**src/rtl/instruction_decode_unit.sv**
```systemverilog
// Decode stage: IF/ID register, 32-entry register file with write-through bypass,
// load-use hazard detection and the ID/EX pipeline register.
module instruction_decode_unit #(
    parameter int INSTR_W = 32,
    parameter int REG_NUM = 32,
    parameter int REG_AW  = 5
) (
    input  logic               clk,
    input  logic               resetn,
    input  logic [INSTR_W-1:0] iFetchInstruction,
    input  logic               iValidInstruction,
    input  logic [INSTR_W-1:0] iIF_ID_PC,
    input  logic               iFlush,
    input  logic               iWbEn,
    input  logic [REG_AW-1:0]  iWbAddr,
    input  logic [INSTR_W-1:0] iWbData,
    input  logic               iID_EX_MemRd,
    input  logic [REG_AW-1:0]  iID_EX_Rt,
    output logic               oPCWr,
    output logic               oID_EX_Valid,
    output logic [INSTR_W-1:0] oID_EX_PC,
    output logic [5:0]         oID_EX_Opcode,
    output logic [5:0]         oID_EX_Funct,
    output logic [REG_AW-1:0]  oID_EX_Rs,
    output logic [REG_AW-1:0]  oID_EX_Rt,
    output logic [REG_AW-1:0]  oID_EX_Rd,
    output logic [INSTR_W-1:0] oID_EX_RsData,
    output logic [INSTR_W-1:0] oID_EX_RtData,
    output logic [INSTR_W-1:0] oID_EX_Imm
);

    localparam logic [5:0] OP_ANDI = 6'h0C;
    localparam logic [5:0] OP_ORI  = 6'h0D;
    localparam logic [5:0] OP_XORI = 6'h0E;

    typedef struct packed {
        logic               valid;
        logic [INSTR_W-1:0] pc;
        logic [5:0]         opcode;
        logic [5:0]         funct;
        logic [REG_AW-1:0]  rs;
        logic [REG_AW-1:0]  rt;
        logic [REG_AW-1:0]  rd;
        logic [INSTR_W-1:0] rs_data;
        logic [INSTR_W-1:0] rt_data;
        logic [INSTR_W-1:0] imm;
    } id_ex_t;

    logic               if_id_valid_q, if_id_valid_d;
    logic [INSTR_W-1:0] if_id_instr_q, if_id_instr_d;
    logic [INSTR_W-1:0] if_id_pc_q,    if_id_pc_d;
    id_ex_t             id_ex_q,       id_ex_d;
    logic [INSTR_W-1:0] rf_q [REG_NUM];

    logic [5:0]         dec_opcode;
    logic [5:0]         dec_funct;
    logic [REG_AW-1:0]  dec_rs, dec_rt, dec_rd;
    logic [15:0]        dec_imm16;
    logic [INSTR_W-1:0] rs_data, rt_data, imm_ext;
    logic               load_use;

    assign dec_opcode = if_id_instr_q[31:26];
    assign dec_rs     = if_id_instr_q[25:21];
    assign dec_rt     = if_id_instr_q[20:16];
    assign dec_rd     = if_id_instr_q[15:11];
    assign dec_funct  = if_id_instr_q[5:0];
    assign dec_imm16  = if_id_instr_q[15:0];

    // The load leaves EX on the next edge, so this is naturally a one-cycle stall.
    assign load_use = iID_EX_MemRd && (iID_EX_Rt != '0) && if_id_valid_q &&
                      ((iID_EX_Rt == dec_rs) || (iID_EX_Rt == dec_rt));
    assign oPCWr    = load_use && !iFlush;

    // Register reads see a same-cycle writeback so no extra forwarding is needed.
    always_comb begin
        // NOTE: every always_comb output gets a default first so no latch can be inferred.
        rs_data = '0;
        rt_data = '0;
        if (dec_rs != '0) begin
            rs_data = (iWbEn && iWbAddr == dec_rs) ? iWbData : rf_q[dec_rs];
        end
        if (dec_rt != '0) begin
            rt_data = (iWbEn && iWbAddr == dec_rt) ? iWbData : rf_q[dec_rt];
        end
    end

    always_comb begin
        if (dec_opcode == OP_ANDI || dec_opcode == OP_ORI || dec_opcode == OP_XORI) begin
            imm_ext = {{(INSTR_W-16){1'b0}}, dec_imm16};
        end else begin
            imm_ext = {{(INSTR_W-16){dec_imm16[15]}}, dec_imm16};
        end
    end

    always_comb begin
        if_id_valid_d = iValidInstruction;
        if_id_instr_d = iFetchInstruction;
        if_id_pc_d    = iIF_ID_PC;
        if (iFlush) begin
            if_id_valid_d = 1'b0;
            if_id_instr_d = '0;
            if_id_pc_d    = '0;
        end else if (load_use) begin
            if_id_valid_d = if_id_valid_q;
            if_id_instr_d = if_id_instr_q;
            if_id_pc_d    = if_id_pc_q;
        end
    end

    always_comb begin
        id_ex_d = '0;
        if (!iFlush && !load_use) begin
            id_ex_d.valid   = if_id_valid_q;
            id_ex_d.pc      = if_id_pc_q;
            id_ex_d.opcode  = dec_opcode;
            id_ex_d.funct   = dec_funct;
            id_ex_d.rs      = dec_rs;
            id_ex_d.rt      = dec_rt;
            id_ex_d.rd      = dec_rd;
            id_ex_d.rs_data = rs_data;
            id_ex_d.rt_data = rt_data;
            id_ex_d.imm     = imm_ext;
        end
    end

    // NOTE: sequential state is assigned with non-blocking <= so all flops update together.
    always_ff @(posedge clk or negedge resetn) begin
        if (!resetn) begin
            if_id_valid_q <= 1'b0;
            if_id_instr_q <= '0;
            if_id_pc_q    <= '0;
            id_ex_q       <= '0;
        end else begin
            if_id_valid_q <= if_id_valid_d;
            if_id_instr_q <= if_id_instr_d;
            if_id_pc_q    <= if_id_pc_d;
            id_ex_q       <= id_ex_d;
        end
    end

    // NOTE: the register file is architecturally cleared on reset, so it is built
    // from resettable flops rather than an inferred RAM.
    always_ff @(posedge clk or negedge resetn) begin
        if (!resetn) begin
            for (int i = 0; i < REG_NUM; i++) begin
                rf_q[i] <= '0;
            end
        end else if (iWbEn && iWbAddr != '0) begin
            rf_q[iWbAddr] <= iWbData;
        end
    end

    assign oID_EX_Valid  = id_ex_q.valid;
    assign oID_EX_PC     = id_ex_q.pc;
    assign oID_EX_Opcode = id_ex_q.opcode;
    assign oID_EX_Funct  = id_ex_q.funct;
    assign oID_EX_Rs     = id_ex_q.rs;
    assign oID_EX_Rt     = id_ex_q.rt;
    assign oID_EX_Rd     = id_ex_q.rd;
    assign oID_EX_RsData = id_ex_q.rs_data;
    assign oID_EX_RtData = id_ex_q.rt_data;
    assign oID_EX_Imm    = id_ex_q.imm;

endmodule

```
**config.mk**
```make
export PLATFORM = sky130hd
export DESIGN_NAME = instruction_decode_unit
export DESIGN_NICKNAME = d
export VERILOG_FILES = /design/src/rtl/instruction_decode_unit.sv
export SDC_FILE = /design/constraint.sdc
export NUM_CORES = 2
export LEC_CHECK = 0
export CORE_ASPECT_RATIO = 1.25
export CORE_UTILIZATION = 61
export DETAILED_ROUTE_END_ITERATION = 8
export PLACE_DENSITY = 0.8
export SLEW_MARGIN = 20
export SYNTH_ARGS = -nofsm -noshare
export SYNTH_HDL_FRONTEND = slang
export SYNTH_SLANG_ARGS = --single-unit
```
**constraint.sdc**
```tcl
create_clock -name clk -period 2.7 [get_ports clk]
set_clock_uncertainty 0.2 [all_clocks]
set_input_delay 0.54 -clock clk [delete_from_list [all_inputs] [get_ports clk]]
set_output_delay 0.54 -clock clk [all_outputs]
set_load 0.005 [all_outputs]
```
Word level (Yosys, flattened, before mapping):

Index checks and enable logic that the tools add are counted.
Widths: inputs -> output; s select.

* output and inout port bits: 157
* bits in read-only memories: 0
* bits in latches: 0
* bits in writable memories: 0
* input bits: 112
* logic and storage cells: 99
* register bits after elaboration: 1245
* memories kept: 0

* bitwise operators: 3
* reductions and logical operators: 18
* equal/unequal tests: 8
* multiplexer cells: 21
* shift-type cells: 0
* divide/modulo/power cells: 0
* $lt $le $gt $ge: 4
* add/subtract/negate cells: 0
* $mul: 0

Operators by type and width (count)
* $bwmux 1024: 1
* $mux 32: 14
* $bmux 32 s5: 2
* $demux 32 s5: 1
* $mux 156: 1
* $eq 5x5->1: 4
* $reduce_bool 5->1: 4
* $eq 6x4->1 const B: 3
* $ge 6x6->1 const B: 3
* $not 5->6: 3
* $logic_and 1x1->1: 9
* $lt 6x1->1 const B: 1
* $logic_or 1x1->1: 3
* $logic_not 1->1: 2
* $mux 1: 2
* $ne 2x2->1 const B: 1

Depth between registers and ports, before layout:

* depth in word-level cells: 7
* gate-level depth with buffers: 9
* gate-level depth less buffers: 5

Least setup slack after synthesis:

OpenSTA, ideal clock, no wires.

* kind: input to register
* start: in iWbAddr[0]
* end: reg rf_q[100] in the netlist's numbering
* setup time: 125 ps
* path slack: 335 ps
* stages on the path: 5
* path buffers: 2
* arrival: 2040 ps
* cell sequence: clkbuf_1 or3b_2 nor2_1 buf_2 mux2_2

* longest elaborated chain between the ends: 6

Ends and longest elaborated chain
* start, declared: line 15 `input logic [REG_AW-1:0] iWbAddr,`
* $not 5->6 (not written as such): line 149 `rf_q[iWbAddr] <= iWbData;`
* $ge 6x6->1 (not written as such) or $lt 6x1->1 (tied branches): line 149
* $logic_and 1x1->1 (not written as such): line 149
* $mux 32 (not written as such): line 149
* $demux 32 s5: line 149
* $bwmux 1024: line 149
* end signal, assigned by index: line 149
* end, declared: line 53 `logic [INSTR_W-1:0] rf_q [REG_NUM];`

Parallel ways exist; a longest one is shown, timed or not.
A chain may end at the register's enable or synchronous reset.

Worst setup path after layout:

* start: reg if_id_instr_q[21]
* end: out oPCWr

* longest elaborated chain between the ends: 4

Ends and longest elaborated chain
* start, declared: line 50 `logic [INSTR_W-1:0] if_id_instr_q, if_id_instr_d;`
* start signal, assigned: line 135 `if_id_instr_q <= if_id_instr_d;`
* $eq 5x5->1: line 71 `((iID_EX_Rt == dec_rs) || (iID_EX_Rt == dec_rt));`
* $logic_or 1x1->1: line 71
* $logic_and 1x1->1: line 70 `assign load_use = iID_EX_MemRd && (iID_EX_Rt != '0) && if_id_valid_q &&`
* $logic_and 1x1->1: line 72 `assign oPCWr = load_use && !iFlush;`
* end, declared: line 19 `output logic oPCWr,`

No other way between the ends.

==> metrics.md <==
| Metric | Value |
|---|---|
| Sequential cell area fraction in the yosys report | `48.9%` |
| Slew Limit Fails | `0` |
| Final WS setup | `-0.188 ns` |
| EDFF count, synth | `0` |
| Routed Antenna Nets | `0` |
| Mux contribution to synthesized area | `39.0%` |
| Internal | `37.7 mW` |
| Worst R2R Path Depth | `6` |
| Largest family of logic cells by synthesized area | `multiplexers` |
| Final setup viols | `16` |
| Sequential cell area | `30500 sq um` |
| Startpoint Class | `flip-flop` |
| Antenna violations before repair | `7` |
| Cell count after synthesis | `4301` |
| # DRC | `38` |
| Horiz. Die Dim | `288 um` |
| Synth area leaders | `dfrtp_1 49%, mux2_2 19%, mux4_2 16%` |
| Worst-Skew Late Latency | `0.75 ns` |
| Critical Path End Type | `output pin` |
| WP data arrival | `2.15 ns` |
| Status | `finished with violations` |
| R2r setup slk | `-0.05 ns` |
| Die area | `104000 sq um` |
| Standard-cell rows | `130` |
| Net Sw Power | `13.7 mW` |
| TritonCTS buffer count | `116` |
| Fraction of layout cells with a size suffix above 1 | `47.7%` |
| Critical Path RT | `1.96 ns` |
| Unrepaired setup endpoints after global routing | `true` |
| Global-route wire length before repair | `276000 um` |
| Total iterations of the first detailed-routing run | `9` |
| Die span in y | `359 um` |
| Final Critical Period | `2.89 ns` |
| Synth Area in Adders | `0%` |
| Layout area overhead | `20.3%` |
| Routed WL | `186000 um` |
| Post-synth top area share | `48.9%` |
| Max FO, Critical Path | `2` |
| Reg2Reg Capture Point | `oID_EX_RtData[4]$_DFF_PN0_` |
| Switch share | `26.7%` |
| Pleak | `32.1 nW` |
| Synth Area per Inst | `14.5 sq um` |
| Fraction of registers with async set/reset | `100%` |
| Setup_tns | `-0.487 ns` |
| Yosys reg bits | `1219` |
| FMAX | `346 MHz` |
| CTS Root Cell | `clkbuf_16` |
| Gr ovfl total | `0` |
| RePlAce Congestion | `0.882` |
| Vias post-DR | `42400` |
| IO buf count | `268` |
| Vias/cell | `7.01` |
| Max Cap Violations | `0` |
| Area leader, netlist | `dfrtp_1` |
| Clock power frac | `34.2%` |
| Worst vdd ir | `0.000522 V` |
| Failing checks | `design-rule violations, negative setup slack` |
| Reg clk slew, reported paths | `0.07 ns` |
| Comb pwr share | `19.7%` |
| Htree depth | `3` |
| RR Startpoint | `if_id_instr_q[16]$_DFFE_PN0P_` |
| P per Cell Area | `685 nW/um^2` |
| Post-synthesis compound-gate area fraction | `5.49%` |
| Synthesized net count | `4413` |
| Synth cell types | `45` |
| Reg power frac | `46.1%` |
| Tcrit/Tclk final | `107%` |
| CTS tree | `built` |
| Final hold violations | `0` |
| Synth Area in Simple Gates | `2.55%` |
| Worst-margin pin slew | `1.22 ns` |
| Hold Crit Class | `in -> async` |
| DR WL/cell | `30.8 um` |
| Initial Utilization | `61.8%` |
| Layout filler cell count | `5942` |
| Final Net Count | `4731` |
| # IOs | `269` |
| Vias in the first global route | `44300` |
| Synth Cell Area | `62400 sq um` |
| Commonest cells in the netlist | `1219 x dfrtp_1, 1040 x mux2_2, 447 x mux4_2` |
| DP Wirelength | `115000 um` |
| DR iter-0 viols | `4356` |
| Top FF cell, synth | `dfrtp_1` |
| Yosys Warn Count | `0` |
| Clock sinks | `1219` |
| Setup CP Type | `reg -> out` |
| Multi-input logic area | `30100 sq um` |
| Largest net degree at the start of global routing | `104` |
| Dpl ws | `-0.628 ns` |
| Synth Area in XOR/XNOR | `0.281%` |
| Clock buffer depth | `3` |
| Core Box Area | `101000 sq um` |
| Total routing usage reported by global routing | `35.7%` |
| Worst relative slew slack | `18.4%` |
| Most common cell in the netlist | `dfrtp_1` |
per-layer routing:
layer | global-route usage [%] | part of all wire [%] | wire length (um) | vias to the layer above
li1 | - | - | - | 17000
met1 | 47.2 | 37 | 69700 | 22600
met2 | 57.5 | 49 | 92000 | 2282
met3 | 7.44 | 9.1 | 16900 | 506
met4 | 15.3 | 4.2 | 7850 | 2
met5 | 0 | 0.0038 | 7 | -
critical path: stages, from the launching register on:
cell     delay [ns]
dfrtp_4        0.51
xnor2_1        0.22
nand3_2        0.13
o22a_2         0.26
nor3_2         0.13
buf_2          0.15
metrics by stage:
step                total power, mW  area [sq um]  utilization [%]  std cells  hold WS (ns)
floorplan                      30.0         62400                -       4301        0.0444
global route                   53.2         75000             74.4       6046         0.110
finish                         51.4         75000             74.4       6046        0.0778
CTS                            51.1         73900             73.3       5979        0.0756
detailed placement             33.5         69400             68.9       5740         0.184
global placement               32.9         69400             68.9       5740         0.176
cell type report:
type	count	share of cell area [%]
flip-flops and latches	1219	40.7
multi-input cells	2563	40.1
repair buffers	715	11.5
clock buffers	166	4.56
well taps	1320	2.20
clock inverters	53	0.941
inverters	4	0.0200
diodes	6	0.0200
repair_timing:
item | in CTS | in global routing
gates cloned | 2 | 22
hold buffers | 1 | 0
resized for setup | 48 | 80
buffers inserted | 17 | 43
pin swaps | 15 | 10
hold endpoints to repair | 492 | 0
endpoints found under the setup margin | 41 | 174
logic make-up (layout without fill, tap and decap cells):
family          after synthesis  count (layout)
xor+xnor                     20              20
other cells                   0               6
simple gates                324             326
flops                      1219            1219
buf+inv                     522             938
mux                        1743            1743
compound gates              473             474
flip-flops by register name (all words and copies together), names as in the netlist:
| register | cells |
|---|---|
| rf_q | 1024 |
| if_id_instr_q | 32 |
| if_id_pc_q | 32 |
| oID_EX_PC | 32 |
| oID_EX_RsData | 32 |
| oID_EX_RtData | 32 |
| oID_EX_Imm | 17 |
| oID_EX_Opcode | 6 |
| oID_EX_Rs | 5 |
| oID_EX_Rt | 5 |
| if_id_valid_q | 1 |
| oID_EX_Valid | 1 |
power by group through the flow:
| stage | Combinational [mW] | Clock, mW | Sequential, mW |
|---|---|---|---|
| detailed placement | 9.70 | 0 | 23.8 |
| floorplan | 7.00 | 0 | 23.1 |
| global placement | 9.36 | 0 | 23.5 |
| finish | 10.1 | 17.6 | 23.7 |
| global route | 10.8 | 18.4 | 24.0 |
| CTS | 9.88 | 17.6 | 23.6 |
layout by cell type, fill, tap and decap left out, drive strengths merged, types with 3 or more instances in the layout:
master	count
a21oi	69
a211oi	34
clkdlybuf4s50	263
nand3	70
clkbuf	183
bufinv	14
nor2	55
and2	65
and3	3
clkinvlp	4
o211a	64
nand2	96
inv	8
dfrtp	1219
mux4	447
nor2b	3
mux2i	256
o21ai	143
nor4	5
o311ai	34
nor3b	7
nand4	3
buf	432
clkinv	31
xor2	8
diode	6
nand3b	6
o221a	31
a221oi	62
nor3	4
o211ai	32
xnor2	12
mux2	1040
how the worst max path moves through the flow:
stage / startpoint / endpoint / slack [ns] / depth (start not counted)
3_5_place_dp: iID_EX_Rt[1] / oID_EX_RtData[17]$_DFF_PN0_ / -0.63 / 7
3_3_place_gp: iID_EX_Rt[2] / oPCWr / -0.51 / 6
5_1_grt: if_id_instr_q[21]$_DFFE_PN0P_ / oPCWr / -0.22 / 5
6_report: if_id_instr_q[21]$_DFFE_PN0P_ / oPCWr / -0.19 / 5
4_1_cts: if_id_instr_q[23]$_DFFE_PN0P_ / oPCWr / -0.13 / 5
2_1_floorplan: iWbAddr[0] / rf_q[100]$_DFFE_PN0P_ / 0.34 / 5
(Power assumes the default switching activity.)
